**src/rtl/lcd_pkg.sv**
```systemverilog
// lcd_pkg: HD44780-style command constants and write-sequencer state encoding.
package lcd_pkg;

    localparam logic [7:0] LCD_CMD_CLEAR     = 8'h01;
    localparam logic [7:0] LCD_CMD_SET_DDRAM = 8'h80;
    localparam logic [7:0] LCD_ROW1_BASE     = 8'h40;

    typedef enum logic [1:0] {
        IDLE = 2'd0,
        ADDR = 2'd1,
        DATA = 2'd2,
        CLR  = 2'd3
    } state_t;

endpackage

```
**src/rtl/lcd_write_seq.sv**
```systemverilog
// lcd_write_seq: turns character/clear requests into LCD command-buffer pushes,
// skipping the DDRAM address byte when the tracked cursor already points there.
module lcd_write_seq
    import lcd_pkg::*;
#(
    parameter int         COLS      = 16,
    parameter logic [7:0] ROW1_BASE = LCD_ROW1_BASE
) (
    input  logic       clk,
    input  logic       rst,
    input  logic       req_valid,
    output logic       req_ready,
    input  logic       req_clr,
    input  logic       req_row,
    input  logic [3:0] req_col,
    input  logic [7:0] req_char,
    input  logic       buf_full,
    output logic       en,
    output logic       cmd,
    output logic [7:0] data
);

    localparam logic [3:0] COL_MAX  = 4'(COLS - 1);
    localparam logic [4:0] COL_WRAP = 5'(COLS);

    state_t     state;
    logic       row_q;
    logic [3:0] col_q;
    logic [7:0] char_q;
    logic       cur_valid;
    logic       cur_row;
    logic [3:0] cur_col;
    logic       cmd_q;
    logic [7:0] data_q;

    logic [3:0] col_c;
    logic       need_addr;
    logic       push_cmd;
    logic [7:0] push_data;
    logic [4:0] col_next;

    always_comb begin
        col_c     = (req_col > COL_MAX) ? COL_MAX : req_col;
        need_addr = !cur_valid || (req_row != cur_row) || (col_c != cur_col);
        push_cmd  = (state != DATA);
        push_data = (state == CLR)  ? LCD_CMD_CLEAR :
                    (state == ADDR) ? (LCD_CMD_SET_DDRAM | (row_q ? ROW1_BASE : 8'h00) | {4'h0, col_q}) :
                                      char_q;
        col_next  = {1'b0, col_q} + 5'd1;
        req_ready = (state == IDLE);
        // The push strobe follows buf_full in the same cycle so a stall costs no extra latency.
        en        = (state != IDLE) && !buf_full;
        cmd       = en ? push_cmd : cmd_q;
        data      = en ? push_data : data_q;
    end

    always_ff @(posedge clk or negedge rst) begin
        if (!rst) begin
            state     <= IDLE;
            row_q     <= 1'b0;
            col_q     <= 4'h0;
            char_q    <= 8'h00;
            cur_valid <= 1'b0;
            cur_row   <= 1'b0;
            cur_col   <= 4'h0;
            cmd_q     <= 1'b0;
            data_q    <= 8'h00;
        end else begin
            if (en) begin
                cmd_q  <= push_cmd;
                data_q <= push_data;
            end
            case (state)
                IDLE: if (req_valid) begin
                    row_q  <= req_row;
                    col_q  <= col_c;
                    char_q <= req_char;
                    state  <= req_clr ? CLR : need_addr ? ADDR : DATA;
                end
                ADDR: if (!buf_full) state <= DATA;
                DATA: if (!buf_full) begin
                    state <= IDLE;
                    // Past the last column the display's own cursor is not trusted; force a re-address.
                    if (col_next == COL_WRAP) begin
                        cur_valid <= 1'b0;
                    end else begin
                        cur_valid <= 1'b1;
                        cur_row   <= row_q;
                        cur_col   <= col_next[3:0];
                    end
                end
                CLR: if (!buf_full) begin
                    state     <= IDLE;
                    cur_valid <= 1'b1;
                    cur_row   <= 1'b0;
                    cur_col   <= 4'h0;
                end
                default: state <= IDLE;
            endcase
        end
    end

endmodule

```
**config.mk**
```make
export PLATFORM = sky130hd
export DESIGN_NAME = lcd_write_seq
export DESIGN_NICKNAME = d
export VERILOG_FILES = /design/src/rtl/lcd_pkg.sv /design/src/rtl/lcd_write_seq.sv
export SDC_FILE = /design/constraint.sdc
export NUM_CORES = 1
export LEC_CHECK = 0
export CAP_MARGIN = 0
export CORE_ASPECT_RATIO = 1.4
export CORE_UTILIZATION = 30
export DETAILED_ROUTE_END_ITERATION = 10
export PLACE_DENSITY_LB_ADDON = 0.3
export SKIP_CTS_REPAIR_TIMING = 1
export SYNTH_ARGS = -nofsm -noshare
export SYNTH_HDL_FRONTEND = slang
export SYNTH_SLANG_ARGS = --single-unit
```
**constraint.sdc**
```tcl
create_clock -name clk -period 2.7 [get_ports clk]
set_input_delay 0.81 -clock clk [delete_from_list [all_inputs] [get_ports clk]]
set_output_delay 0.81 -clock clk [all_outputs]
set_load 0.1 [all_outputs]
```
* After elaboration in Yosys (flattened, before gate mapping)
Index checks and enable logic that the tools add are counted. W data, S select, Z words.
Operators by class: reductions and logical operators 13, div/mod/pow operators 0, $lt $le $gt $ge 1, $add $sub $neg 1, equality and inequality tests 13, bitwise logic cells 1, multipliers 0, shift operators 0, muxes and demuxes 24
Operator list (number):
- $mux W8 | 3
- $mux W4 | 4
- $ne A2 B2 Y1 const B | 7
- $mux W2 | 5
- $or A8 B4 Y8 | 1
- $pmux W4 S2 | 1
- $mux W1 | 7
- $mux W7 | 1
- $pmux W2 S3 | 1
- $reduce_and A3 Y1 | 2
- $add A4 B1 Y5 const B | 1
- $eq A5 B5 Y1 const B | 1
- $eq A2 B2 Y1 const B | 2
- $gt A4 B4 Y1 const B | 1
- $ne A4 B4 Y1 | 1
- $pmux W1 S2 | 2
- $reduce_and A4 Y1 | 1
- $reduce_bool A2 Y1 | 2
- $eq A2 B1 Y1 const B | 1
- $logic_not A1 Y1 | 2
- $logic_not A2 Y1 | 1
- $logic_or A1 B1 Y1 | 2
- $reduce_and A2 Y1 | 1
- $reduce_or A2 Y1 | 1
- other kinds (2) | 2
Word-level totals: bits in latches 0, memory bits (read-only) 0, logic and storage cells 62, bits in registers 30, memory bits (writable) 0, memories 0, input bits 18

* Depth between registers and ports, before layout
depth after elaboration 8, gate-level depth with buffers 6, depth with buffers taken out 4

* Worst setup path before layout
Ideal clock, no wire load.
kind flip-flop to output port, from reg state[1], to out data[0], slack -1.391 ns, arrival time 3.281 ns, buffers on the path 2, required time 1.890 ns, cell stages (with the launch flop) 7, cells stage by stage dfrtp_1 -> buf_6 -> nor2_1 -> or2_2 -> buf_2 -> inv_1 -> o22a_1
On the way: elaborated cells on any way between the ends 7, those cells by class 2 x eq/ne; 3 x mux; 2 x reduce/logical
RTL lines:
- start, declared | RTL line lcd_write_seq.sv:26 | state_t state;
- start signal, assigned | RTL line lcd_write_seq.sv:78 | state <= req_clr ? CLR : need_addr ? ADDR : DATA;
- $reduce_bool A2 Y1 | RTL line lcd_write_seq.sv:52 | en = (state != IDLE) && !buf_full;
- $logic_and A1 B1 Y1 | RTL line lcd_write_seq.sv:52
- named net en | RTL line lcd_write_seq.sv:18 | output logic en,
- $mux W8
- end, declared | RTL line lcd_write_seq.sv:20 | output logic [7:0] data
The timed path passes the listed nets, and every way through them passes these cells.

* Worst setup path after layout
from reg state[1], to out data[2]
On the way: longest elaborated chain between the ends 4, elaborated cells on any way between the ends 7, those cells by class 2 x eq/ne; 3 x mux; 2 x reduce/logical
RTL lines:
- $eq A2 B1 Y1 | RTL line lcd_write_seq.sv:47 | (state == ADDR) ? (LCD_CMD_SET_DDRAM | (row_q ? ROW1_BASE : 8'h00) | {4'h0, col_q}) :
- $mux W8 | RTL line lcd_write_seq.sv:47
- $mux W8 | RTL line lcd_write_seq.sv:46 | push_data = (state == CLR) ? LCD_CMD_CLEAR :
- $mux W8 (*)
Mark *: on every way between the ends. The rest lies on a longest branch, timed or not.

==> metrics.yaml <==
ys_types: 32
synth.cell_area_um2: 1420
antenna_found_initial: 0
hold_path.class: "flip-flop to flip-flop"
ys.flop_type: "dfrtp_1"
fp.dieH_um: 83.3
tritoncts: "yes"
synthToLayoutAreaGrowth_pct: 44.4
max_stage_delay_ns: 0.56
grt_pass1_vias: 1101
cts.sinks: 30
worstPathCellList: "and2b_2 -> a22oi_1 -> o2bb2ai_1 -> buf_12"
synth_fp_nets: 134
drive_above_1_share: 0.373
start_util: 0.312
yosysTopAreaCellShare: 0.530
min_period_ns: 2.57
critPathArrivalTime_ns: 1.76
clkTransAtPathRegs_ns: 0.06
dp_hpwl_um: 2400
drt_iter0_markers: 19
setup_viol: 0
fin_nets: 173
drt-total-wl_um: 3070
cp-end-kind: "output port"
coreArea_um2: 4540
routedWlPerCell_um: 14.3
synth.area.top_cells: "dfrtp_1, mux2_2, mux2_4, and2b_2, a22oi_1"
max-cap-violations: 0
relSlewSlack: 0.667
finalHoldViolCount: 0
drc: 0
synth-seq-area-share: 0.530
cpLargestDelayFamily: "flip-flops"
tightest_slew_ns: 0.496
cp-start-kind: "flip-flop"
fp.dieW_um: 60.1
synth-seq-cells: 30
cts_root_buf: "clkbuf_8"
grt_use_total: 0.139
n_antenna_cell: 0
numCtsBuffers: 5
cp_max_fo: 10
insertion_delay_ns: 0.28
holdPathStages: 2
rr_startpoint: "state[0]"
ant_nets: 0
reg2reg_depth: 4
vias: 1022
ioPinCount: 29
path_class: "flip-flop to output port"
overflow: 0
min-delay-start: "cur_valid"
synthCells: 114
synth_warnings: 0
fin_util: 0.451
clockBufferDepth: 2
r2r_end: "char_q[7]"
cp.buffers_inverters: 1
grt_setup_unrepaired: "false"
syn_avg_cell_area_um2: 12.4
crit_required_ns: 1.89
gp_congestion: 0.788
synth_top_area_cell: "dfrtp_1"
drtPass1Iterations: 4
fmax_mhz: 389
async_flop_share: 1.00
fin_skew_ns: 0.00373
slew_violations: 0
synth-edff-count: 0
rrSetupSlack_ns: 0.96
slowest_stage: "dfrtp_1"
grt_pass1_wl_um: 5060
htree_levels: 2
grt_max_degree: 31
hold_end: "cur_valid"
core.rowCount: 29
finalCritPeriodShare: 0.951
status: "completed"
vias_per_cell: 4.75
port_buffers: 28
die-area_um2: 5000
==> layer usage <==
metal / wire length, µm / track usage / share of wire / vias to the layer above
met3: 77 / 0.0187 / 0.025 / 10
met1: 1200 / 0.146 / 0.39 / 509
met2: 1700 / 0.245 / 0.55 / 23
li1: - / - / - / 480
met4: 99 / 0.0909 / 0.032 / 0
met5: 0 / 0 / 0 / -
==> synthesized netlist by cell type, types with 2 or more instances <==
library cell / n
a21oi_1: 6
a22o_1: 3
a22oi_1: 5
and2b_2: 5
buf_6: 2
dfrtp_1: 30
ha_1: 2
inv_1: 5
mux2_2: 9
mux2_4: 4
nand2_1: 7
nor2_1: 3
nor2b_1: 2
o21ai_0: 5
o2bb2ai_1: 4
xnor2_1: 4
xor2_1: 3
==> tightest hold or removal path: stages, from the launching register on <==
cell	delay, ns
dfrtp_1	0.34
nand2_1	0.06
nand2_1	0.06
==> layout make-up <==
type                    count  area [µm²]
well taps                  62        77.6
clock buffers               5        68.8
flip-flops and latches     30         751
fillers                   429        2490
repair buffers             37         460
multi-input cells          74         651
clock inverters             2        15.0
inverters                   5        22.5
==> metrics by stage <==
step / hold WS [ns] / TNS [ns] / instances / cell area (µm²) / setup slack (ns)
after floorplan: 0.439 / -3.14 / 114 / 1460 / -0.537
after global placement: 0.458 / -2.01 / 208 / 1950 / -0.257
after detailed placement: 0.485 / -2.12 / 208 / 1950 / -0.262
after CTS: 0.502 / -2.09 / 215 / 2030 / -0.259
after global routing: 0.529 / 0 / 215 / 2050 / 0.0198
final: 0.496 / 0 / 215 / 2050 / 0.131
==> flip-flops by register name (all words and copies together), names as in the netlist, 2 cells and up <==
register  flops
state         2
col_q         4
cur_col       4
data_q        8
char_q        8
==> worst max path at each step <==
stage / startpoint / end / cells past startpoint
finish: state[1] / data[2] / 4
global route: state[1] / data[2] / 4
CTS: buf_full / data[0] / 5
detailed placement: buf_full / data[0] / 5
global placement: buf_full / data[0] / 5
floorplan: buf_full / data[1] / 2
==> cells by family after synthesis <==
family	Yosys count	synth area share
AO/OA/AOI/OAI	28	0.137
multiplexers	13	0.114
adder cells (fa/ha/maj)	2	0.0177
XOR/XNOR	7	0.0433
AND/OR/NAND/NOR	24	0.110
flip-flops	30	0.530
buffers and inverters	10	0.0477
==> layout by cell type, fill, tap and decap left out, drive strengths merged, types with 4 or more instances in the layout <==
cell / n
a22oi: 5
mux2: 13
nand2: 7
clkdlybuf4s50: 16
buf: 20
dfrtp: 30
clkbuf: 5
a21oi: 6
and2b: 5
o21ai: 6
xnor2: 4
inv: 4
o2bb2ai: 4
Power is not shown: default switching activity piles up to over one toggle a cycle in this logic, so the estimate is an artifact.
